--- src/rtl/apb_pkg.sv ---
// rtl/apb_pkg.sv - shared state encoding and address field layout for the APB master bridge
package apb_pkg;

    typedef enum logic [1:0] {
        IDLE   = 2'd0,
        SETUP  = 2'd1,
        ACCESS = 2'd2,
        DERR   = 2'd3
    } apb_state_e;

    localparam int NUM_SLV_DEF = 4;

    // Window (upper half), must-be-zero pad, slave index and byte alignment bits of req_addr
    localparam int WIN_HI   = 31;
    localparam int WIN_LO   = 16;
    localparam int PAD_HI   = 15;
    localparam int PAD_LO   = 14;
    localparam int IDX_HI   = 13;
    localparam int IDX_LO   = 12;
    localparam int ALIGN_HI = 1;
    localparam int ALIGN_LO = 0;
    localparam int IDX_W    = IDX_HI - IDX_LO + 1;

endpackage

--- src/rtl/apb_addr_decode.sv ---
// rtl/apb_addr_decode.sv - request address legality check and slave index extraction
module apb_addr_decode
    import apb_pkg::*;
#(
    parameter int          NUM_SLV = NUM_SLV_DEF,
    parameter logic [15:0] BASE_HI = 16'h0001
) (
    input  logic [31:0]      addr,
    output logic             legal,
    output logic [IDX_W-1:0] idx
);

    // An address is legal only inside the window, with a zero pad, word aligned and naming a real slave
    always_comb begin
        idx   = addr[IDX_HI:IDX_LO];
        legal = (addr[WIN_HI:WIN_LO] == BASE_HI)
             && (addr[PAD_HI:PAD_LO] == '0)
             && (addr[ALIGN_HI:ALIGN_LO] == '0)
             && (32'(idx) < 32'(NUM_SLV));
    end

endmodule

--- src/rtl/apb_master_bridge.sv ---
// rtl/apb_master_bridge.sv - single-outstanding CPU request to APB master bridge with timeout
module apb_master_bridge
    import apb_pkg::*;
#(
    parameter int          NUM_SLV = NUM_SLV_DEF,
    parameter logic [15:0] BASE_HI = 16'h0001,
    parameter int          TIMEOUT = 16
) (
    input  logic                  PCLK,
    input  logic                  PRESET,
    input  logic                  req_valid,
    input  logic                  req_write,
    input  logic [31:0]           req_addr,
    input  logic [31:0]           req_wdata,
    output logic                  req_ready,
    output logic                  rsp_valid,
    output logic [31:0]           rsp_rdata,
    output logic                  rsp_err,
    output logic [31:0]           PADDR,
    output logic [NUM_SLV-1:0]    PSEL,
    output logic                  PENABLE,
    output logic                  PWRITE,
    output logic [31:0]           PWDATA,
    input  logic [32*NUM_SLV-1:0] PRDATA,
    input  logic [NUM_SLV-1:0]    PREADY,
    input  logic [NUM_SLV-1:0]    PSLVERR
);

    localparam logic [15:0] CNT_LAST = 16'(TIMEOUT - 1);

    apb_state_e         state_q, state_d;
    logic [31:0]        paddr_q, paddr_d;
    logic [31:0]        pwdata_q, pwdata_d;
    logic               pwrite_q, pwrite_d;
    logic [NUM_SLV-1:0] psel_q, psel_d;
    logic               penable_q, penable_d;
    logic [IDX_W-1:0]   idx_q, idx_d;
    logic [15:0]        cnt_q, cnt_d;
    logic               rsp_valid_q, rsp_valid_d;
    logic               rsp_err_q, rsp_err_d;
    logic [31:0]        rsp_rdata_q, rsp_rdata_d;

    logic               dec_legal;
    logic [IDX_W-1:0]   dec_idx;
    logic               sel_ready;
    logic               sel_err;
    logic [31:0]        sel_rdata;

    apb_addr_decode #(
        .NUM_SLV (NUM_SLV),
        .BASE_HI (BASE_HI)
    ) u_decode (
        .addr  (req_addr),
        .legal (dec_legal),
        .idx   (dec_idx)
    );

    // Only the slave latched at accept is ever looked at; the others are don't-care
    assign sel_ready = PREADY[idx_q];
    assign sel_err   = PSLVERR[idx_q];
    assign sel_rdata = PRDATA[{idx_q, 5'd0} +: 32];

    assign req_ready = (state_q == IDLE) && !PRESET;
    assign rsp_valid = rsp_valid_q;
    assign rsp_err   = rsp_err_q;
    assign rsp_rdata = rsp_rdata_q;
    assign PADDR     = paddr_q;
    assign PWDATA    = pwdata_q;
    assign PWRITE    = pwrite_q;
    assign PSEL      = psel_q;
    assign PENABLE   = penable_q;

    // Next-state and registered-output computation; response fields default to a cleared pulse
    always_comb begin
        state_d     = state_q;
        paddr_d     = paddr_q;
        pwdata_d    = pwdata_q;
        pwrite_d    = pwrite_q;
        psel_d      = psel_q;
        penable_d   = penable_q;
        idx_d       = idx_q;
        cnt_d       = cnt_q;
        rsp_valid_d = 1'b0;
        rsp_err_d   = 1'b0;
        rsp_rdata_d = 32'd0;

        unique case (state_q)
            IDLE: begin
                if (req_valid) begin
                    paddr_d  = req_addr;
                    pwdata_d = req_wdata;
                    pwrite_d = req_write;
                    idx_d    = dec_idx;
                    if (dec_legal) begin
                        psel_d  = NUM_SLV'(1) << dec_idx;
                        state_d = SETUP;
                    end else begin
                        state_d = DERR;
                    end
                end
            end
            SETUP: begin
                penable_d = 1'b1;
                cnt_d     = 16'd0;
                state_d   = ACCESS;
            end
            ACCESS: begin
                if (sel_ready) begin
                    psel_d      = '0;
                    penable_d   = 1'b0;
                    rsp_valid_d = 1'b1;
                    rsp_err_d   = sel_err;
                    rsp_rdata_d = (!pwrite_q && !sel_err) ? sel_rdata : 32'd0;
                    state_d     = IDLE;
                end else if (cnt_q == CNT_LAST) begin
                    psel_d      = '0;
                    penable_d   = 1'b0;
                    rsp_valid_d = 1'b1;
                    rsp_err_d   = 1'b1;
                    state_d     = IDLE;
                end else begin
                    cnt_d = cnt_q + 16'd1;
                end
            end
            DERR: begin
                rsp_valid_d = 1'b1;
                rsp_err_d   = 1'b1;
                state_d     = IDLE;
            end
            default: state_d = IDLE;
        endcase
    end

    // State and output registers; reset drops any transfer in flight without a response
    always_ff @(posedge PCLK or posedge PRESET) begin
        if (PRESET) begin
            state_q     <= IDLE;
            paddr_q     <= 32'd0;
            pwdata_q    <= 32'd0;
            pwrite_q    <= 1'b0;
            psel_q      <= '0;
            penable_q   <= 1'b0;
            idx_q       <= '0;
            cnt_q       <= 16'd0;
            rsp_valid_q <= 1'b0;
            rsp_err_q   <= 1'b0;
            rsp_rdata_q <= 32'd0;
        end else begin
            state_q     <= state_d;
            paddr_q     <= paddr_d;
            pwdata_q    <= pwdata_d;
            pwrite_q    <= pwrite_d;
            psel_q      <= psel_d;
            penable_q   <= penable_d;
            idx_q       <= idx_d;
            cnt_q       <= cnt_d;
            rsp_valid_q <= rsp_valid_d;
            rsp_err_q   <= rsp_err_d;
            rsp_rdata_q <= rsp_rdata_d;
        end
    end

endmodule

--- config.mk ---
export PLATFORM = sky130hd
export DESIGN_NAME = apb_master_bridge
export DESIGN_NICKNAME = d
export VERILOG_FILES = /design/src/rtl/apb_pkg.sv /design/src/rtl/apb_addr_decode.sv /design/src/rtl/apb_master_bridge.sv
export SDC_FILE = /design/constraint.sdc
export NUM_CORES = 1
export LEC_CHECK = 0
export ABC_CLOCK_PERIOD_IN_PS = 3400
export BUFFER_PORTS_ARGS = -buffer_cell sky130_fd_sc_hd__clkbuf_2
export CAP_MARGIN = 40
export CELL_PAD_IN_SITES_DETAIL_PLACEMENT = 1
export CELL_PAD_IN_SITES_GLOBAL_PLACEMENT = 2
export CORE_MARGIN = 5
export CORE_UTILIZATION = 25
export CTS_CLUSTER_SIZE = 25
export DETAILED_ROUTE_END_ITERATION = 8
export PLACE_DENSITY_LB_ADDON = 0.2
export SYNTH_ARGS = -nofsm -noshare
export SYNTH_HDL_FRONTEND = slang
export SYNTH_SLANG_ARGS = --single-unit
--- constraint.sdc ---
create_clock -name PCLK -period 3.4 [get_ports PCLK]
set_input_delay 0.34 -clock PCLK [delete_from_list [all_inputs] [get_ports PCLK]]
set_output_delay 0.34 -clock PCLK [all_outputs]
set_load 0.01 [all_outputs]
## After elaboration in Yosys (flattened, before gate mapping)

Index checks and enable logic that the tools add are counted.

- Reduce and logical (&&, ||, !) cells: 17
- Magnitude comparators: 1
- Equal/unequal tests: 10
- Add/subtract/negate cells: 1
- Muxes and demuxes: 28
- Shifts and indexed selects: 2

Operators by type and width:

| kind | count |
|---|---|
| $shiftx 128x8->32 | 1 |
| $mux 32 | 3 |
| $mux 16 | 2 |
| $pmux 16 s2 | 1 |
| $add 16x1->16 const B | 1 |
| $eq 16x1->1 const B | 1 |
| $eq 16x4->1 const B | 1 |
| $mux 4 | 4 |
| $mux 2 | 4 |
| $ne 2x2->1 const B | 4 |
| $pmux 2 s4 | 1 |
| $pmux 4 s2 | 1 |
| $mux 1 | 7 |
| $logic_not 2->1 | 3 |
| $pmux 1 s2 | 3 |
| $reduce_and 2->1 | 3 |
| $bmux 1 s2 | 2 |
| $eq 2x2->1 const B | 2 |
| $logic_and 1x1->1 | 4 |
| $reduce_and 4->1 | 1 |
| $reduce_bool 2->1 | 2 |
| $shl 1x2->4 const A | 1 |
| $logic_not 1->1 | 3 |
| $lt 2x3->1 const B | 1 |
| other kinds (3) | 3 |

- Flip-flop bits (word level): 124

## Depth between registers and ports, before layout

Gate-level depths: netlist of the first run.

- Word-level depth: 7
- Gate-level depth with buffers: 8
- Depth with buffers taken out: 6

## Cells and area by module

Synthesis of the first run repeated with hierarchy kept, for this count alone.

- Cell total of the unflattened synthesis: 426
- Area, all modules: 5849.4 µm²

Modules (own cells, without submodules):

| module | times used | area an instance (µm²) | sequential area each (µm²) | cells each |
|---|---|---|---|---|
| apb_master_bridge | 1 | 5769.3 | 3103.0 | 416 |
| apb_addr_decode | 1 | 80.1 | 0.0 | 10 |

## Worst setup path after synthesis of the first run

No wires, ideal clock.

- Path type: register -> register
- From: register, netlist name PADDR[12]
- To: register cnt_q[14]
- Clock period less this slack: 2.261 ns
- Data required time: 3.331 ns
- Slack: 1.139 ns
- Setup time: 0.069 ns
- Arrival time: 2.192 ns
- Stages on the path, launching flop included: 8
- Buffers on the path: 2
- Path through: dfrtp_1 -> buf_6 -> mux4_2 -> a41o_1 -> buf_6 -> or2_4 -> or4_1 -> nand3_1

RTL lines:

| item | line | RTL |
|---|---|---|
| to (signal assigned) | apb_master_bridge.sv:156 | `cnt_q <= cnt_d;` |
| to (decl) | apb_master_bridge.sv:38 | `logic [15:0] cnt_q, cnt_d;` |

==> reports/metrics.csv, run 1 <==
metric,value,unit
hold_class,input port to flop,
die_y,160.7,um
max_stage_delay,0.60,ns
min_period,2.304,ns
power.density,833.0,nW/um^2
reg2reg_slack,1.10,ns
rows,55,
whs,0.1173,ns
cts_setup_buffers,0,
grt_pass1_wl,30370,um
num_io_pins,309,
synth_seq_cells,122,
p_sw_share,34.92,%
critical_path.top_delay_family,buffers and inverters,
cp_data_arrival_time,2.64,ns
worstMarginPinSlew,0.8470,ns
drive_above_1_share,60.81,%
switching_power,2.389,mW
maxCapViolations,0,
die_w,160.7,um
holdBufCountCts,0,
drt-vias-per-instance,4.645,
postSynthCellCount,416,
synth_area,5680,sq um
fin_crit_sh,67.77,%
p_clk_share,28.4,%
outcome,finished clean,
cp_cell_sequence,buf_4 > mux4_2 > nor2b_1 > nand3b_1 > buf_4 > nor2b_1,
p_int,4.452,mW
pwr-share-comb,39.5,%
yosysTopAreaCell,dfrtp_1,
hold_violations,0,
routed_wl,19550,um
numCtsBuffers,17,
maxSlewHeadroom,43.54,%
cts_num_sinks,122,
synth_cell_types,39,
seq_area_frac_synth,53.74,%
nets,937,
drc,0,
cts_tree,done,
synthesis.nets,626,
grt_setup_unrepaired,false,
grt_remaining_overflow,0,
cts_buffer_depth,2,
synthToLayoutAreaGrowth,44.56,%
port_buffers,308,
die-area,25840,sq um
gp_congestion,0.7980,
grt_max_degree,68,
critical_path_class,flop to flop,
dp_hpwl,15710,um
p_seq_share,32.1,%
cts_htree_levels,4,
critPathSlowestCell,mux4_2,
path_clk_slew,0.06,ns
grt.total_usage,15.03,%
cp_num_buf_inv,2,
antenna_found_initial,1,
cp-end-kind,flop,
core_area,22500,sq um
antennaDiodeCount,0,
grt_pass1_vias,5284,
detail_route.iter0.violations,176,
clk_latency,0.42,ns
crit_fanout,35,
drt-pass1-iter-count,4,
num_vias,4761,
finalSetupViolations,0,
root_buffer,clkbuf_16,
ant_nets,0,
synth.area.top_cells,"dfrtp_1 (54%), mux4_2 (13%), mux2_2 (13%), nor2b_1 (3.9%), nand3_1 (1.4%)",
critPathRequiredTime,3.74,ns
syn_area_per_cell,13.65,sq um
synth_ff_type,dfrtp_1,
start_util,25.24,%
drv_slew,0,
cts_resized,0,
start_kind,flop,
yosysTopAreaCellShare,53.74,%
ys_warn_count,0,
cellLeakagePower,4.031,nW
synth_async_sr_flop_share,100.0,%
avgRoutedWirePerCell,19.07,um
finalSetupTns,0,ns
skew,0.007821,ns
irDropWorstVdd,0.0004908,V
synth_edf_count,0,
fmax,0.4340,GHz
final cells by class:
type	instances	area, sq um
clock buffers	17	425.4
clock inverters	15	201.4
fillers	2515	14290
inverters	11	45.04
multi-input cells	258	2480
flip-flops and latches	122	3054
well taps	285	356.6
repair buffers	317	1649
path summary, 6_finish.rpt:
| kind | from | end | cells past startpoint |
|---|---|---|---|
| worst min-delay path | req_addr[12] | PSEL[2]$_DFFE_PP0P_ | 2 |
| worst min register to register | PWDATA[0]$_DFFE_PP0P_ | PWDATA[0]$_DFFE_PP0P_ | 1 |
| min in group asynchronous | PRESET | PENABLE$_DFFE_PP0P_ | 3 |
| worst max register to register | PADDR[12]$_DFFE_PP0P_ | rsp_rdata[25]$_DFF_PP0_ | 6 |
| worst max-delay path | PADDR[12]$_DFFE_PP0P_ | rsp_rdata[25]$_DFF_PP0_ | 6 |
| max in group asynchronous | PRESET | PADDR[9]$_DFFE_PP0P_ | 4 |
cells in the final DEF, fill, tap and decap left out, drive strengths merged, types with 2 or more instances in the layout:
master and count:
nor2 7, dfrtp 122, nand2 19, buf 8
a21oi 8, nand3 16, bufinv 3, clkbuf 325
mux4 34, o22ai 2, nor4 12, mux2 64
a22o 2, and4 2, clkinv 2, nand4 3
nor3 6, ha 6, nor2b 35, o2bb2ai 6
inv 19, o221ai 2, a21o 2, clkinvlp 2
or4 2, o211ai 2, a211o 2, o21ai 10
and3 4
metrics by stage:
step	power, mW	area [sq um]	util (%)	instances	worst slack (ns)
final	6.840	8212	36.49	1025	1.096
after global placement	4.915	7555	33.57	991	1.132
after CTS	6.965	8182	36.36	1023	1.047
after global routing	7.278	8212	36.49	1025	0.8622
after detailed placement	4.989	7555	33.57	991	1.049
after floorplan	3.941	5684	-	416	1.139
state kept, by name, indices dropped and copies added (netlist names), 2 cells and up:
name / count
cnt_q: 16
PWDATA: 32
rsp_rdata: 32
state_q: 2
PSEL: 4
PADDR: 32
layer usage:
layer / up-vias / GRT usage (%) / share of wire (%)
li1: 2174 / - / -
met1: 2330 / 18.00 / 41
met2: 235 / 24.79 / 48
met3: 20 / 6.184 / 9.4
met4: 2 / 4.653 / 1.4
met5: - / 0 / 0.056
power by group through the flow:
| stage | clock network [mW] | logic [mW] | registers, mW |
|---|---|---|---|
| after floorplan | 0 | 1.53 | 2.41 |
| after global placement | 0 | 2.72 | 2.19 |
| after detailed placement | 0 | 2.76 | 2.23 |
| after CTS | 1.99 | 2.77 | 2.20 |
| after global routing | 2.06 | 2.96 | 2.26 |
| final | 1.94 | 2.70 | 2.20 |
cell families (layout without fill, tap and decap cells):
logic type               after synthesis  count (layout)  share of synthesized area [%]
flip-flops                           122             122                          53.74
multiplexers                          99              99                          26.34
buffers and inverters                 36             360                          2.643
AND/OR/NAND/NOR                      111             111                          10.84
adder cells (fa/ha/maj)                6               6                          1.322
AO/OA/AOI/OAI                         42              42                          5.110
synthesized netlist by cell type, types with 3 or more instances:
cell	n
and3_1	4
nor2_1	7
o21ai_0	10
nor2b_1	35
a21oi_1	8
clkbuf_1	14
o2bb2ai_1	6
nand2_1	19
mux2_2	64
buf_1	9
nand4_1	3
nor3_1	6
ha_1	6
mux4_2	34
dfrtp_1	122
nor4_1	12
inv_1	11
nand3_1	16
Note: power is estimated with default switching activity, not from simulation.
==> inputs of run 2 (changes only) <==
- ABC_CLOCK_PERIOD_IN_PS: 3400 -> 2000
- clock period: 3.4 -> 2 ns (I/O delays scaled with it)
==> run 2 against run 1 <==
Against the previous run:
- the flow now finishes with violations (setup timing)
- clock-buffer cell count did not move
- sequential power grew 69%
- via count up 3.2%
- clock skew increased by 0.00070 ns
- largest power group unchanged
==> reports/metrics.csv, run 2 (synthesis gave the netlist of run 1 again) <==
metric,value,unit,change
outcome,finished with violations,,
violations,setup timing,,
hold_path_depth,2,,unchanged
die_w,160.7,um,unchanged
place_ws,-0.02099,ns,-1.070 ns
place_inst,1027,,+3.6%
final_util,38.39,%,+1.9 points
start_kind,flop,,
die_y,160.7,um,unchanged
critPathRequiredTime,2.34,ns,-1.40 ns
drv_slew,0,,unchanged
hp-start,req_addr[3],,
numCtsBuffers,17,,unchanged
drc,0,,unchanged
nets,975,,+4.1%
core_area,22500,sq um,unchanged
start_util,25.24,%,unchanged
cp_data_arrival_time,2.36,ns,-0.28 ns
finalSetupTns,-0.02974,ns,-0.02974 ns
max_stage_delay,0.56,ns,-0.04 ns
path_clk_slew,0.06,ns,about the same
antennaDiodeCount,0,,unchanged
final_common_cell,clkbuf_2,,
synthToLayoutAreaGrowth,52.09,%,
clk_latency,0.41,ns,about the same
grt_setup_unrepaired,true,,
drt-vias-per-instance,4.622,,-0.50%
cts_num_sinks,122,,unchanged
reg2reg_slack,-0.02,ns,-1.11 ns
maxCapViolations,0,,unchanged
cp_num_buf_inv,0,,-2
irDropWorstVdd,0.0004740,V,-3.4%
drt-pass1-iter-count,4,,unchanged
hold_class,input port to flop,,
final_cell_mix,"clkbuf_2 (308), dfrtp_1 (121), mux2_2 (64), buf_4 (37), nor2b_1 (35)",,
power.density,1407,nW/um^2,+69%
critical_path.top_delay_family,simple AND/OR/NAND/NOR gates,,
critPathSlowestCell,mux4_2,,
ant_nets,0,,unchanged
hold_end,PADDR[3]$_DFFE_PP0P_,,
antenna_found_initial,0,,-1
cp-end-kind,flop,,
maxSlewHeadroom,67.54,%,+24 points
num_io_pins,309,,unchanged
grt_remaining_overflow,0,,unchanged
hold_violations,0,,unchanged
cellLeakagePower,4.269,nW,+5.9%
min_period,2.019,ns,-0.2852 ns
worst_slack,-0.01885,ns,-1.115 ns
routed_wl,20320,um,+3.9%
port_buffers,308,,unchanged
r2r_cells,5,,-1
grt_pass1_vias,5620,,+6.4%
rows,55,,unchanged
finalSetupViolations,2,,+2
fill_cells,2494,,-0.83%
root_buffer,clkbuf_16,,
die-area,25840,sq um,unchanged
cp_cell_sequence,mux4_2 > a41o_4 > or2_4 > or4_4 > nand3_2,,
cts_tree,done,,
critical_path_class,flop to flop,,
crit_fanout,4,,-89%
grt_max_degree,74,,+8.8%
cts_htree_levels,4,,unchanged
fin_cells,1063,,+3.7%
fin_crit_sh,100.9,%,+33 points
skew,0.008520,ns,+0.0006992 ns
fmax,0.4953,GHz,+14%
detail_route.iter0.violations,170,,-3.4%
worstMarginPinSlew,0.4864,ns,-0.3605 ns
cts_buffer_depth,2,,unchanged
drive_above_1_share,64.40,%,+3.6 points
r2r_start,PADDR[12]$_DFFE_PP0P_,,
grt_pass1_wl,31640,um,+4.2%
gp_congestion,0.8276,,+3.7%
avgRoutedWirePerCell,19.11,um,+0.23%
num_vias,4913,,+3.2%
r2r-end,cnt_q[14]$_DFFE_PP0P_,,
dp_hpwl,16700,um,+6.3%
grt.total_usage,15.49,%,+0.46 points
-- run 2: cell types whose count changed in the layout (fill, tap and decap cells not counted), moves of 2 or more --
| cell | delta |
|---|---|
| nor4_2 | +4 |
| inv_6 | +2 |
| buf_12 | +3 |
| nor4_1 | -5 |
| buf_4 | +32 |
| inv_8 | -2 |
| buf_6 | +2 |
-- run 2: what timing repair did --
item,in CTS,in global routing
hold endpoints to repair,124,0
gates cloned,0,0
pin swaps,1,4
endpoints found under the setup margin,5,17
hold buffers,2,0
buffers inserted,0,2
gates resized for setup,4,13
-- run 2: metal layers --
metal	share of wire (%)	global-route usage, %	up-vias	wire, um
li1	-	-	2248	-
met3	9.2	5.722	20	1861
met5	0	0	-	0
met2	49	26.50	261	10040
met1	40	18.28	2384	8115
met4	1.5	4.537	0	302
-- run 2: worst reg2reg max path: cells and delay by family, from the launching register on --
kind / cells / cell delay [ns]
mux: 1 / 0.56
flops: 1 / 0.37
compound gates: 1 / 0.28
simple gates: 3 / 0.74
-- run 2: area by class of cell --
class / count / area [sq um] / area share (%)
Tap cell: 285 / 356.6 / 4.127
Timing Repair Buffer: 355 / 1982 / 22.94
Clock inverter: 15 / 203.9 / 2.361
Multi-Input combinational cell: 258 / 2572 / 29.78
Inverter: 11 / 45.04 / 0.5214
Sequential cell: 122 / 3054 / 35.35
Clock buffer: 17 / 425.4 / 4.924
-- run 2: worst max path at each step --
stage / from / end / slack (ns) / cells past startpoint
after floorplan: PADDR[12]$_DFFE_PP0P_ / cnt_q[14]$_DFFE_PP0P_ / -0.16 / 7
after global routing: PADDR[12]$_DFFE_PP0P_ / cnt_q[7]$_DFFE_PP0P_ / -0.11 / 6
final: PADDR[12]$_DFFE_PP0P_ / cnt_q[14]$_DFFE_PP0P_ / -0.02 / 5
after detailed placement: PADDR[12]$_DFFE_PP0P_ / cnt_q[5]$_DFFE_PP0P_ / -0.02 / 5
after CTS: PADDR[12]$_DFFE_PP0P_ / cnt_q[14]$_DFFE_PP0P_ / -0.02 / 5
after global placement: PADDR[12]$_DFFE_PP0P_ / cnt_q[14]$_DFFE_PP0P_ / 0.04 / 5
-- run 2: through the flow --
stage | hold slack (ns) | instance area, sq um | total power [mW]
after CTS | 0.001690 | 8547 | 12.28
after global routing | 0.001831 | 8640 | 12.95
after floorplan | 0.2825 | 5688 | 6.708
after global placement | 0.3397 | 7875 | 8.768
final | 0.01939 | 8640 | 12.16
after detailed placement | 0.3515 | 7875 | 8.922
-- run 2: power by group --
group / leakage [nW] / total, mW / switching, mW / internal, mW
Sequential: 1.55 / 3.71 / 0.411 / 3.30
Combinational: 2.41 / 5.16 / 2.52 / 2.63
Clock: 0.305 / 3.28 / 1.27 / 2.01
==> inputs of run 3 (changes only) <==
- ABC_AREA: not set -> 1
- CORE_UTILIZATION: 25 -> 23
==> run 3 against run 2 <==
Against the previous run:
- the flow now finishes without violations
- worst hold slack improved by 0.00071 ns
- combinational power increased by 2%
- total power up 0.67%
- clock-buffer cell count stayed put
- critical path depth decreased by 3
- utilization decreased by 3.8 points
- sequential share of layout area shrank 1.1 points
- clock skew is 0.0029 ns higher
- wire length is 11% higher
- global-route usage fell by 0.29 points
- critical endpoint is now PADDR[12]
==> reports/metrics.csv, run 3 <==
metric,value,unit,change
fin_cells,1365,,+28%
port_buffers,308,,unchanged
grt_setup_unrepaired,false,,
cts_num_sinks,122,,unchanged
yosysTopAreaCell,dfrtp_1,,
syn_area_per_cell,8.917,sq um,-35%
detail_route.iter0.violations,183,,+7.6%
critPathRequiredTime,1.80,ns,-0.54 ns
synth_seq_cells,122,,unchanged
postSynthCellCount,669,,+61%
min_period,1.872,ns,-0.1467 ns
place_ws,0.2686,ns,+0.2896 ns
numCtsBuffers,17,,unchanged
synth_fa_ha_area_share,1.258,%,-0.063 points
final_common_cell,clkbuf_2,,
cp-end-kind,output pin,,
grt_pass1_wl,35180,um,+11%
whs,0.02010,ns,+0.0007113 ns
num_vias,5832,,+19%
synthesis.nets,879,,+40%
synth_edf_count,0,,unchanged
seq_area_frac_synth,51.17,%,-2.6 points
synth_area,5966,sq um,+5.0%
antenna_found_initial,0,,unchanged
worst_slack,0.1278,ns,+0.1467 ns
drive_above_1_share,42.43,%,-22 points
grt.total_usage,15.20,%,-0.29 points
netlist_top_cells_count,"nand2_1 (212), dfrtp_1 (122), a21oi_1 (64), mux2_2 (60), nor2_1 (43)",,
drt-vias-per-instance,4.273,,-7.6%
crit_fanout,66,,+62
synth_top_family_by_area,simple AND/OR/NAND/NOR gates,,
routed_wl,22540,um,+11%
finalSetupViolations,0,,-2
antennaDiodeCount,0,,unchanged
grt_pass1_vias,6398,,+14%
cts_htree_levels,4,,unchanged
die-area,29260,sq um,+13%
cts_setup_buffers,0,,unchanged
gp_congestion,0.7584,,-8.4%
path_clk_slew,0.06,ns,about the same
synth_xor_area_share,1.174,%,+1.2 points
fin_crit_sh,93.61,%,-7.3 points
start_kind,flop,,
hold_class,input port to flop,,
synth_cell_types,28,,-28%
cellLeakagePower,4.631,nW,+8.5%
synth_async_sr_flop_share,100.0,%,unchanged
reg2reg_slack,0.31,ns,+0.33 ns
grt_remaining_overflow,0,,unchanged
num_io_pins,309,,unchanged
yosysTopAreaCellShare,51.17,%,-2.6 points
die_w,171.1,um,+6.4%
place_inst,1296,,+26%
drt-pass1-iter-count,4,,unchanged
clk_latency,0.42,ns,about the same
die_y,171.1,um,+6.4%
cts_buffer_depth,2,,unchanged
route.met2.wl,11130,um,+11%
outcome,finished clean,,
synthToLayoutAreaGrowth,49.58,%,
final_cell_mix,"clkbuf_2 (308), nand2_1 (211), dfrtp_1 (121), a21oi_1 (64), mux2_2 (60)",,
drc,0,,unchanged
synth.area.top_cells,"dfrtp_1 (51%), nand2_1 (13%), mux2_2 (11%), a21oi_1 (5.4%), nor3_1 (2.9%)",,
drv_slew,0,,unchanged
synth-simple-area-share,22.44,%,+12 points
irDropWorstVdd,0.0005632,V,+19%
route.met3.wl,1844,um,-0.91%
avgRoutedWirePerCell,16.51,um,-14%
finalSetupTns,0,ns,+0.02974 ns
synth_most_common_cell,nand2_1,,
ys_warn_count,0,,unchanged
report.power.total,12.24,mW,+0.67%
fmax,0.5341,GHz,+7.8%
wl_met1,9371,um,+15%
dr.max_layer_used,met4,,
power.density,1371,nW/um^2,-2.5%
skew,0.01142,ns,+0.002902 ns
grt_max_degree,67,,-9.5%
ant_nets,0,,unchanged
root_buffer,clkbuf_16,,
synthMuxAreaShare,11.33,%,-15 points
maxCapViolations,0,,unchanged
start_util,23.16,%,-2.1 points
maxSlewHeadroom,52.56,%,-15 points
cp_data_arrival_time,1.67,ns,-0.69 ns
core_area,25760,sq um,+14%
worstMarginPinSlew,0.7116,ns,+0.2252 ns
cts_tree,done,,
nets,1227,,+26%
synth_ff_type,dfrtp_1,,
synth_compound_area_share,7.907,%,+2.8 points
dp_hpwl,17260,um,+3.3%
rows,59,,+7.3%
critical_path_class,flop to output pin,,
hold_violations,0,,unchanged
[run 3: cell types whose count changed after synthesis, moves of 14 or more]
cell     before  now
a21oi_1       8   64
buf_2         0   15
nor2b_1      35    0
mux4_2       34    0
nor3_1        6   35
nor2_1        7   43
nand2_1      19  212
o21ai_0      10   24
[run 3: path summary, 6_finish.rpt]
check                                      start                endpoint  depth (start not counted)
hold reg to reg            PADDR[17]$_DFFE_PP0P_   PADDR[17]$_DFFE_PP0P_                          2
hold / removal                         req_write      PWRITE$_DFFE_PP0P_                          2
setup / recovery           PADDR[12]$_DFFE_PP0P_               PADDR[12]                          2
setup reg to reg           PADDR[13]$_DFFE_PP0P_  rsp_rdata[0]$_DFF_PP0_                          7
min in group asynchronous                 PRESET  state_q[1]$_DFFE_PP0P_                          3
max in group asynchronous                 PRESET   PADDR[18]$_DFFE_PP0P_                          4
[run 3: layer usage]
metal | track usage (%) | vias up
li1 | - | 2904
met1 | 18.71 | 2733
met2 | 25.40 | 183
met3 | 5.707 | 12
met4 | 3.583 | 0
met5 | 0 | -
[run 3: where the power goes]
| group | internal (mW) | switching, mW |
|---|---|---|
| combinational | 2.16 | 3.10 |
| sequential | 3.33 | 0.436 |
| clock | 1.89 | 1.32 |
| total | 7.38 | 4.86 |
[run 3: layout make-up]
class	instances	area [sq um]
Tap cell	335	419.2
Fill cell	3112	16840
Timing Repair Buffer	365	2125
Sequential cell	122	3054
Clock buffer	17	425.4
Multi-Input combinational cell	489	2634
Clock inverter	15	180.2
Inverter	22	86.33
[run 3: kinds of logic (layout without fill, tap and decap cells)]
group,after synthesis,after routing
compound gates,93,93
xor+xnor,8,8
fa+ha+maj,6,6
buf+inv,58,419
flops,122,122
mux,60,60
simple gates,322,322
[run 3: repair_timing]
action	4_1_cts	5_1_grt
gates resized for setup	0	0
hold buffers	37	0
endpoints found under the hold margin	56	0
[run 3: metrics by stage]
stage / instance area (sq um) / util (%)
global placement: 7948 / 30.85
finish: 8924 / 34.64
CTS: 8924 / 34.64
global route: 8924 / 34.64
floorplan: 5969 / -
detailed placement: 7948 / 30.85
[run 3: critical path, cell delays in order, from the launching register on]
cell      delay, ns
dfrtp_2        0.41
buf_4          0.57
clkbuf_2       0.25
